## src/rtl/data_sync_tx_pkg.sv

```systemverilog
// Shared CDC definitions for the data_sync_tx launcher and the data_sync receiver.
package data_sync_tx_pkg;

  // Four-phase handshake states, 2-bit encoding.
  typedef enum logic [1:0] {
    IDLE    = 2'd0,
    SETUP   = 2'd1,
    REQ     = 2'd2,
    RELEASE = 2'd3
  } cdc_state_t;

  // Default depth of the level synchronizers on both sides of the crossing.
  localparam int DEF_NUM_STAGES = 2;

  // Default width of the crossing data word.
  localparam int DEF_BUS_WIDTH  = 8;

endpackage

```

## src/rtl/data_sync_tx_if.sv

```systemverilog
// Source-side handshake plus the request/acknowledge bus of the CDC launcher.
interface data_sync_tx_if
  import data_sync_tx_pkg::*;
#(
  parameter int bus_width = DEF_BUS_WIDTH
);
  logic [bus_width-1:0] src_data;
  logic                 src_valid;
  logic                 src_ready;
  logic                 ack;
  logic [bus_width-1:0] unsync_bus;
  logic                 bus_en;
  logic                 busy;
  logic                 done;

  // The launcher drives the crossing and the source-side ready/status.
  modport master (
    input  src_data, src_valid, ack,
    output src_ready, unsync_bus, bus_en, busy, done
  );

  // Local logic and the destination side of the crossing.
  modport slave (
    output src_data, src_valid, ack,
    input  src_ready, unsync_bus, bus_en, busy, done
  );
endinterface

```

## src/rtl/data_sync_tx_bit_sync.sv

```systemverilog
// Multi-flop level synchronizer for a single control bit crossing into clck.
module bit_sync
  import data_sync_tx_pkg::*;
#(
  parameter int num_stages = DEF_NUM_STAGES
) (
  input  logic clck,
  input  logic rst,
  input  logic d,
  output logic q
);

  logic [num_stages-1:0] sync_p;

  // Shift the asynchronous level through the flop chain; reset clears it.
  always_ff @(posedge clck or negedge rst) begin
    if (!rst) begin
      sync_p <= '0;
    end else begin
      sync_p <= {sync_p[num_stages-2:0], d};
    end
  end

  assign q = sync_p[num_stages-1];

endmodule

```

## src/rtl/data_sync_tx.sv

```systemverilog
// Source-domain launcher: holds a word on unsync_bus and runs a four-phase
// bus_en/ack handshake so the destination captures it before the next word.
module data_sync_tx
  import data_sync_tx_pkg::*;
#(
  parameter int bus_width  = DEF_BUS_WIDTH,
  parameter int num_stages = DEF_NUM_STAGES
) (
  input  logic               clck,
  input  logic               rst,
  data_sync_tx_if.master     bus
);

  cdc_state_t           state;
  cdc_state_t           state_nxt;
  logic                 ack_s;
  logic                 bus_en_q;
  logic                 bus_en_nxt;
  logic                 done_q;
  logic                 done_nxt;
  logic                 load;
  logic [bus_width-1:0] unsync_q;

  bit_sync #(
    .num_stages (num_stages)
  ) u_ack_sync (
    .clck (clck),
    .rst  (rst),
    .d    (bus.ack),
    .q    (ack_s)
  );

  // Handshake state and the registered request/done levels.
  always_ff @(posedge clck or negedge rst) begin
    if (!rst) begin
      state    <= IDLE;
      bus_en_q <= 1'b0;
      done_q   <= 1'b0;
    end else begin
      state    <= state_nxt;
      bus_en_q <= bus_en_nxt;
      done_q   <= done_nxt;
    end
  end

  // Data word is captured only on accept and held through the whole handshake.
  always_ff @(posedge clck or negedge rst) begin
    if (!rst) begin
      unsync_q <= '0;
    end else if (load) begin
      unsync_q <= bus.src_data;
    end
  end

  // Next-state logic; SETUP waits out a stale acknowledge before requesting.
  always_comb begin
    state_nxt  = state;
    bus_en_nxt = bus_en_q;
    done_nxt   = 1'b0;
    load       = 1'b0;
    case (state)
      IDLE: begin
        if (bus.src_valid) begin
          load      = 1'b1;
          state_nxt = SETUP;
        end
      end
      SETUP: begin
        if (!ack_s) begin
          bus_en_nxt = 1'b1;
          state_nxt  = REQ;
        end
      end
      REQ: begin
        if (ack_s) begin
          bus_en_nxt = 1'b0;
          state_nxt  = RELEASE;
        end
      end
      RELEASE: begin
        if (!ack_s) begin
          done_nxt  = 1'b1;
          state_nxt = IDLE;
        end
      end
      default: begin
        state_nxt  = IDLE;
        bus_en_nxt = 1'b0;
      end
    endcase
  end

  assign bus.src_ready  = (state == IDLE);
  assign bus.busy       = (state != IDLE);
  assign bus.unsync_bus = unsync_q;
  assign bus.bus_en     = bus_en_q;
  assign bus.done       = done_q;

endmodule

```

## src/flat_wrapper.sv

```systemverilog
// flat-port wrapper written by rule: the top's interface ports become plain ports
module data_sync_tx_flat import data_sync_tx_pkg::*;
#(
  parameter int bus_width  = DEF_BUS_WIDTH,
  parameter int num_stages = DEF_NUM_STAGES
)
  (clck, rst, bus_src_data, bus_src_valid, bus_ack, bus_src_ready, bus_unsync_bus, bus_bus_en, bus_busy, bus_done);
  data_sync_tx_if #(.bus_width(bus_width)) bus_i ();
  input  logic clck;
  input  logic rst;
  input wire logic [$bits(bus_i.src_data)-1:0] bus_src_data;
  input wire logic [$bits(bus_i.src_valid)-1:0] bus_src_valid;
  input wire logic [$bits(bus_i.ack)-1:0] bus_ack;
  output wire logic [$bits(bus_i.src_ready)-1:0] bus_src_ready;
  output wire logic [$bits(bus_i.unsync_bus)-1:0] bus_unsync_bus;
  output wire logic [$bits(bus_i.bus_en)-1:0] bus_bus_en;
  output wire logic [$bits(bus_i.busy)-1:0] bus_busy;
  output wire logic [$bits(bus_i.done)-1:0] bus_done;
  assign bus_i.src_data = bus_src_data;
  assign bus_i.src_valid = bus_src_valid;
  assign bus_i.ack = bus_ack;
  assign bus_src_ready = bus_i.src_ready;
  assign bus_unsync_bus = bus_i.unsync_bus;
  assign bus_bus_en = bus_i.bus_en;
  assign bus_busy = bus_i.busy;
  assign bus_done = bus_i.done;
  data_sync_tx #(.bus_width(bus_width), .num_stages(num_stages)) u_core (.clck(clck), .rst(rst), .bus(bus_i));
endmodule
```

## config.mk

```make
export PLATFORM = sky130hd
export DESIGN_NAME = data_sync_tx_flat
export DESIGN_NICKNAME = d
export VERILOG_FILES = /design/src/rtl/data_sync_tx_pkg.sv /design/src/rtl/data_sync_tx_if.sv /design/src/rtl/data_sync_tx_bit_sync.sv /design/src/rtl/data_sync_tx.sv /design/src/flat_wrapper.sv
export SDC_FILE = /design/constraint.sdc
export NUM_CORES = 1
export LEC_CHECK = 0
export ABC_AREA = 0
export BUFFER_PORTS_ARGS = -buffer_cell sky130_fd_sc_hd__buf_2
export CAP_MARGIN = 40
export CORE_MARGIN = 5
export CORE_UTILIZATION = 44
export DETAILED_ROUTE_END_ITERATION = 12
export MAX_ROUTING_LAYER = met4
export PLACE_DENSITY_LB_ADDON = 0.12
export SLEW_MARGIN = 5
export SYNTH_ARGS = -nofsm -noshare
export SYNTH_HDL_FRONTEND = slang
export SYNTH_HIERARCHICAL = 1
export SYNTH_SLANG_ARGS = --single-unit
```

## constraint.sdc

```tcl
create_clock -name clck -period 1.8 [get_ports clck]
set_clock_uncertainty 0.1 [all_clocks]
set_input_delay 0.18 -clock clck [delete_from_list [all_inputs] [get_ports clck]]
set_output_delay 0.18 -clock clck [all_outputs]
set_load 0.02 [all_outputs]
```

Yosys cells after proc, flatten, opt, wreduce, memory -nomap -nowiden:

Cells that the tools add are included.

* eq/ne operators: 7
* muxes and demuxes: 12
* reductions and logical operators: 5

Operator list (count)
* 2-bit 2-to-1 mux: 4
* 2-bit inequality test, second input constant: 4
* 2-bit one-hot mux with 4 select lines: 1
* 1-bit 2-to-1 mux: 6
* 2-bit equality test, second input constant: 2
* 4-bit AND reduction: 1
* 2-bit nonzero test: 2
* 3-bit AND reduction: 1
* 2-bit by 1-bit equality test with 1-bit output, second input constant: 1
* 2-bit zero test: 1
* 1-bit one-hot mux with 2 select lines: 1

* flip-flop bits (word level): 14
* output and inout port bits: 12

Logic depth before layout (Yosys ltp):

* depth after elaboration: 3
* mapped depth: 5

By module:

Netlist, hierarchy kept.

Modules (own cells, without submodules)
* data_sync_tx: times used 1, cells an instance 38, area an instance 534.3 µm², sequential area each 300.3 µm²
* bit_sync: times used 1, cells an instance 2, area an instance 50.0 µm², sequential area each 50.0 µm²

Worst setup path after synthesis:

OpenSTA, ideal clock, no wires.

* path kind: register to register
* from: reg u_core.state[0]
* to: reg u_core.state[1]
* setup time: 125 ps
* data arrival time: 1468 ps
* required time: 1575 ps
* path slack: 107 ps
* stages on the path, launching flop included: 6
* path buffers: 0
* cell sequence: dfrtp_1 > inv_1 > ha_1 > inv_1 > o221ai_2 > mux2_4

* cells in the longest elaborated chain, start to end: 3

RTL lines
* start, declared: RTL line data_sync_tx.sv:14 `cdc_state_t state;`
* start signal, assigned: RTL line data_sync_tx.sv:40 `state <= state_nxt;`
* 2-bit zero test *
* via bus_src_ready: RTL line flat_wrapper.sv:14 `output wire logic [$bits(bus_i.src_ready)-1:0] bus_src_ready;`
* 2-bit inequality test (no line)
* 4-bit AND reduction (no line)

Mark *: on every way through the listed nets, which the timed path passes. The rest lies on a longest branch.
A chain may end at the register's enable or synchronous reset.

Final worst setup path:

* from: reg u_core.state[1]
* to: out bus_busy

* cells in the longest elaborated chain, start to end: 1

RTL lines
* 2-bit nonzero test: RTL line data_sync_tx.sv:94 `assign bus.busy = (state != IDLE);`
* end, declared: RTL line flat_wrapper.sv:17 `output wire logic [$bits(bus_i.busy)-1:0] bus_busy;`

No other way between the ends.

==> flow_results.org <==
** Power and ir drop
- VDD sags by at most 0.000915 V.
- P per Cell Area :: 1870 nW/um^2
- In this run the static leakage power is 0.395 nW.

** Final layout
- Area growth, synth to finish :: 32.5%
- Total inserted antenna cells :: 0
- Layout cell share with drive strength beyond 1 :: 56.5%
- Commonest non-fill, non-tap cell in the layout :: sky130_fd_sc_hd__buf_2
- The top cell types in the final layout, fill and taps aside, are 23 x sky130_fd_sc_hd__buf_2, 14 x sky130_fd_sc_hd__dfrtp_1, 8 x sky130_fd_sc_hd__mux2_2.
- Fill cells in the final layout number 111.
- After routing the design area is 774 um^2.
- Final layout net count :: 86

** Detailed routing
- First-pass DRT Iterations :: 2
- Via-to-Cell Ratio :: 4.69
- After the first detailed-routing iteration, the DRC count stood at 1.
- DRT antenna net count :: 0
- WL per Instance :: 12.8 um
- Summed over all layers, the routed wires come to 1080 um.
- Count of vias placed by the detailed router :: 394
- In the routed design, unresolved DRC markers number 0.

** Timing
- The count of final max-slew check failures was 0.
- The worst pin sits at a relative slew slack of 80.2%.
- Of the available clock period, the critical path in the final layout requires 86.7%.
- The hold violation total from the final report came to 0.
- Setup violations remaining at the end of the flow were counted as 0.
- Least-Margin Pin Slew :: 0.298 ns
- Setup WS post-layout :: 0.240 ns
- Smallest hold slack :: 0.0278 ns
- Highest attainable clock frequency :: 641 MHz
- Minimum period implied by the final worst setup slack :: 1.56 ns
- Setup repair after global routing left no endpoint under its margin.
- For the final routed database, the setup TNS stands at 0 ns.

** Setup path
- For this run, the slowest stage of the critical path takes 0.42 ns.
- In this run the worst path has a maximum fanout of 4.
- STA puts the critical path data arrival time at 1.28 ns.
- STA classifies the critical path endpoint as an output port.
- Kind of critical path :: register to output port
- The number of cells on the worst reg-to-reg path is 5.
- Crit path required time :: 1.52 ns
- The worst setup path is launched from a register.
- Crit-path leading delay family :: flip-flops
- The critical path starts at u_core/state[1].
- CP Cell Sequence :: inv_1 > ha_1 > inv_1 > buf_2
- Most numerous cell on the critical path :: sky130_fd_sc_hd__inv_1
- In this run the critical register-to-register path is captured at u_core/state[1].
- The critical path contains buffers and inverters numbering 3 combined.
- In this run the critical register-to-register path is launched from u_core/state[1].
- The slowest stage of the critical path belongs to the cell sky130_fd_sc_hd__dfrtp_1.
- Setup slack of the worst register-to-register path :: 0.26 ns

** Yosys
- Number of nets produced by synthesis :: 56
- Yosys mapped the design onto 13 distinct sky130hd cell types.
- Synthesized-area fraction occupied by and/or/nand/nor cells :: 3.00%
- Number of storage elements in the synthesis netlist :: 14
- By area, the combinational part of the netlist is dominated by multiplexers.
- In this run the mean area of a mapped cell was 14.6 um^2.
- Synth Instances :: 40
- Post-synth design cell area :: 584 um^2
- Xor and xnor area share after synthesis :: 0%
- For this run, the number of Yosys warnings is 6.
- After synthesis, the cell types taking the most area are sky130_fd_sc_hd__dfrtp_1 60%, sky130_fd_sc_hd__mux2_2 15%, sky130_fd_sc_hd__ha_1 8.6%.
- The synthesized netlist devotes 7.92% of its cell area to compound gates.
- Adder-Cell Fraction of Synth Area :: 8.57%
- The biggest area contributor in the post-synthesis netlist is sky130_fd_sc_hd__dfrtp_1.
- Proportion of synthesized area in mux cells :: 18.0%
- Summing the sequential cell areas from Yosys gives 60.0% of the chip area.
- Share of Yosys cell area claimed by the top area cell type :: 60.0%

** Global route
- Across every metal layer, demand over resource in global routing totals 13.3%.
- The first global-routing pass estimated 1860 um of wire.
- Leftover overflow at the end of global routing :: 0
- Via count of the first global-routing pass :: 397
- Number of antenna violations at the first check in global routing :: 0
- Largest net degree at the start of global routing :: 15

** Clock tree
- Counting along the longest clock path gives a buffer depth of 2.
- CTS built an H-tree with a depth of 1.
- Post-CTS sizing :: 0
- Clock tree from TritonCTS :: done
- The number of hold buffers added after CTS was 2.
- Clock latency on the worst-skew pair :: 0.27 ns
- Clk root buf :: sky130_fd_sc_hd__clkbuf_4
- Clk slew on worst S/H paths :: 0.09 ns
- Number of clock sinks seen by CTS :: 14
- After clock tree synthesis, the setup repair step added 0 buffers.
- Inserted Clock Buffers :: 3

** Die
- Die outline width :: 46.4 um
- The floorplan step defined a core boundary enclosing 1280 um^2.
- The die is 46.4 um tall.
- IO Pins :: 24
- Number of cell rows :: 13
- The die covers 2160 um^2.
- The initial utilization of the core area, before any placement, comes to 45.5%.

** Run
- The tool flagged a number of max-cap violations equal to 0.

** Place
- Buffers placed on the I/O ports in this run total 23.
- The wire-length estimate of the detail-placed layout is 841 um.
- At the placement stage, the worst setup path has a slack of 0.293 ns.
- Summing all placed instances gives a cell area of 718 um^2.
- Routability-driven placement finished with a final weighted congestion of 0.720.

** Worst hold path
- Hold Path Cell Cnt :: 2
- Startpoint of the most critical hold path :: bus_src_data[6]
- The path with the worst hold slack has its endpoint at u_core/bus.unsync_bus[6].
- The min-delay analysis places its worst path in the category input pin to register.

** Run status
- The run finished with clean final reports.
-- cell type report --
type | count | area (um^2) | share of cell area [%]
inverter | 4 | 15.0 | 1.94
clock buffer | 4 | 36.3 | 4.68
tap | 15 | 18.8 | 2.42
timing repair buffer | 25 | 135 | 17.4
multi-input combinational | 22 | 219 | 28.3
sequential | 14 | 350 | 45.2
-- per-layer routing --
metal / vias up / global-route usage [%] / wire, um
li1: 193 / - / -
met3: 2 / 2.34 / 94
met5: - / - / 0
met4: 0 / 10.2 / 10
met2: 14 / 18.4 / 494
met1: 185 / 17.1 / 479
-- state kept, by name, indices dropped and copies added (netlist names) --
register and flops:
u_core/u_ack_sync/sync_p 2, u_core/bus.bus_en 1, u_core/bus.done 1, u_core/state 2, u_core/bus.unsync_bus 8
-- worst max path at each step --
stage | cells after the start | endpoint
floorplan | 5 | u_core/state[1]
global placement | 5 | u_core/state[1]
detailed placement | 5 | u_core/state[1]
CTS | 4 | bus_busy
global route | 4 | bus_busy
finish | 4 | bus_busy
-- per-stage QoR --
stage | power, mW | cells | utilization (%)
final | 1.45 | 84 | 60.3
after global routing | 1.57 | 84 | 60.3
after CTS | 1.47 | 84 | 60.3
after detailed placement | 1.24 | 78 | 55.9
after global placement | 1.22 | 78 | 55.9
after floorplan | 1.02 | 40 | -
-- kinds of logic (layout without fill, tap and decap cells) --
kind of cell / Yosys count / after routing
adders and majority gates: 4 / 4
and+or+nand+nor: 3 / 3
AOI/OAI and AO/OA: 6 / 6
buffers and inverters: 4 / 33
DFF: 14 / 14
muxes: 9 / 9
-- worst reg2reg max path, cell delays in order (launching register included) --
cell and delay (ns):
sky130_fd_sc_hd__dfrtp_1 0.42, sky130_fd_sc_hd__inv_1 0.08, sky130_fd_sc_hd__ha_1 0.21, sky130_fd_sc_hd__o21ai_2 0.18
sky130_fd_sc_hd__o221ai_2 0.12, sky130_fd_sc_hd__mux2_4 0.31
-- cell usage after synthesis --
cell / instances
sky130_fd_sc_hd__nor2b_1: 1
sky130_fd_sc_hd__o221ai_2: 1
sky130_fd_sc_hd__dfrtp_1: 14
sky130_fd_sc_hd__mux2_2: 8
sky130_fd_sc_hd__a21oi_1: 1
sky130_fd_sc_hd__o21ai_2: 1
sky130_fd_sc_hd__ha_1: 4
sky130_fd_sc_hd__o21ai_0: 2
sky130_fd_sc_hd__nand3_1: 1
sky130_fd_sc_hd__mux2_4: 1
sky130_fd_sc_hd__a21boi_0: 1
sky130_fd_sc_hd__nand2_2: 1
sky130_fd_sc_hd__inv_1: 4
-- report_power, final --
group	switching, mW	total, mW	internal [mW]	leakage, nW
registers	0.0768	0.526	0.449	0.165
logic	0.389	0.696	0.307	0.208
clock network	0.101	0.223	0.123	0.0210
Power figures use the tool's default switching activity.
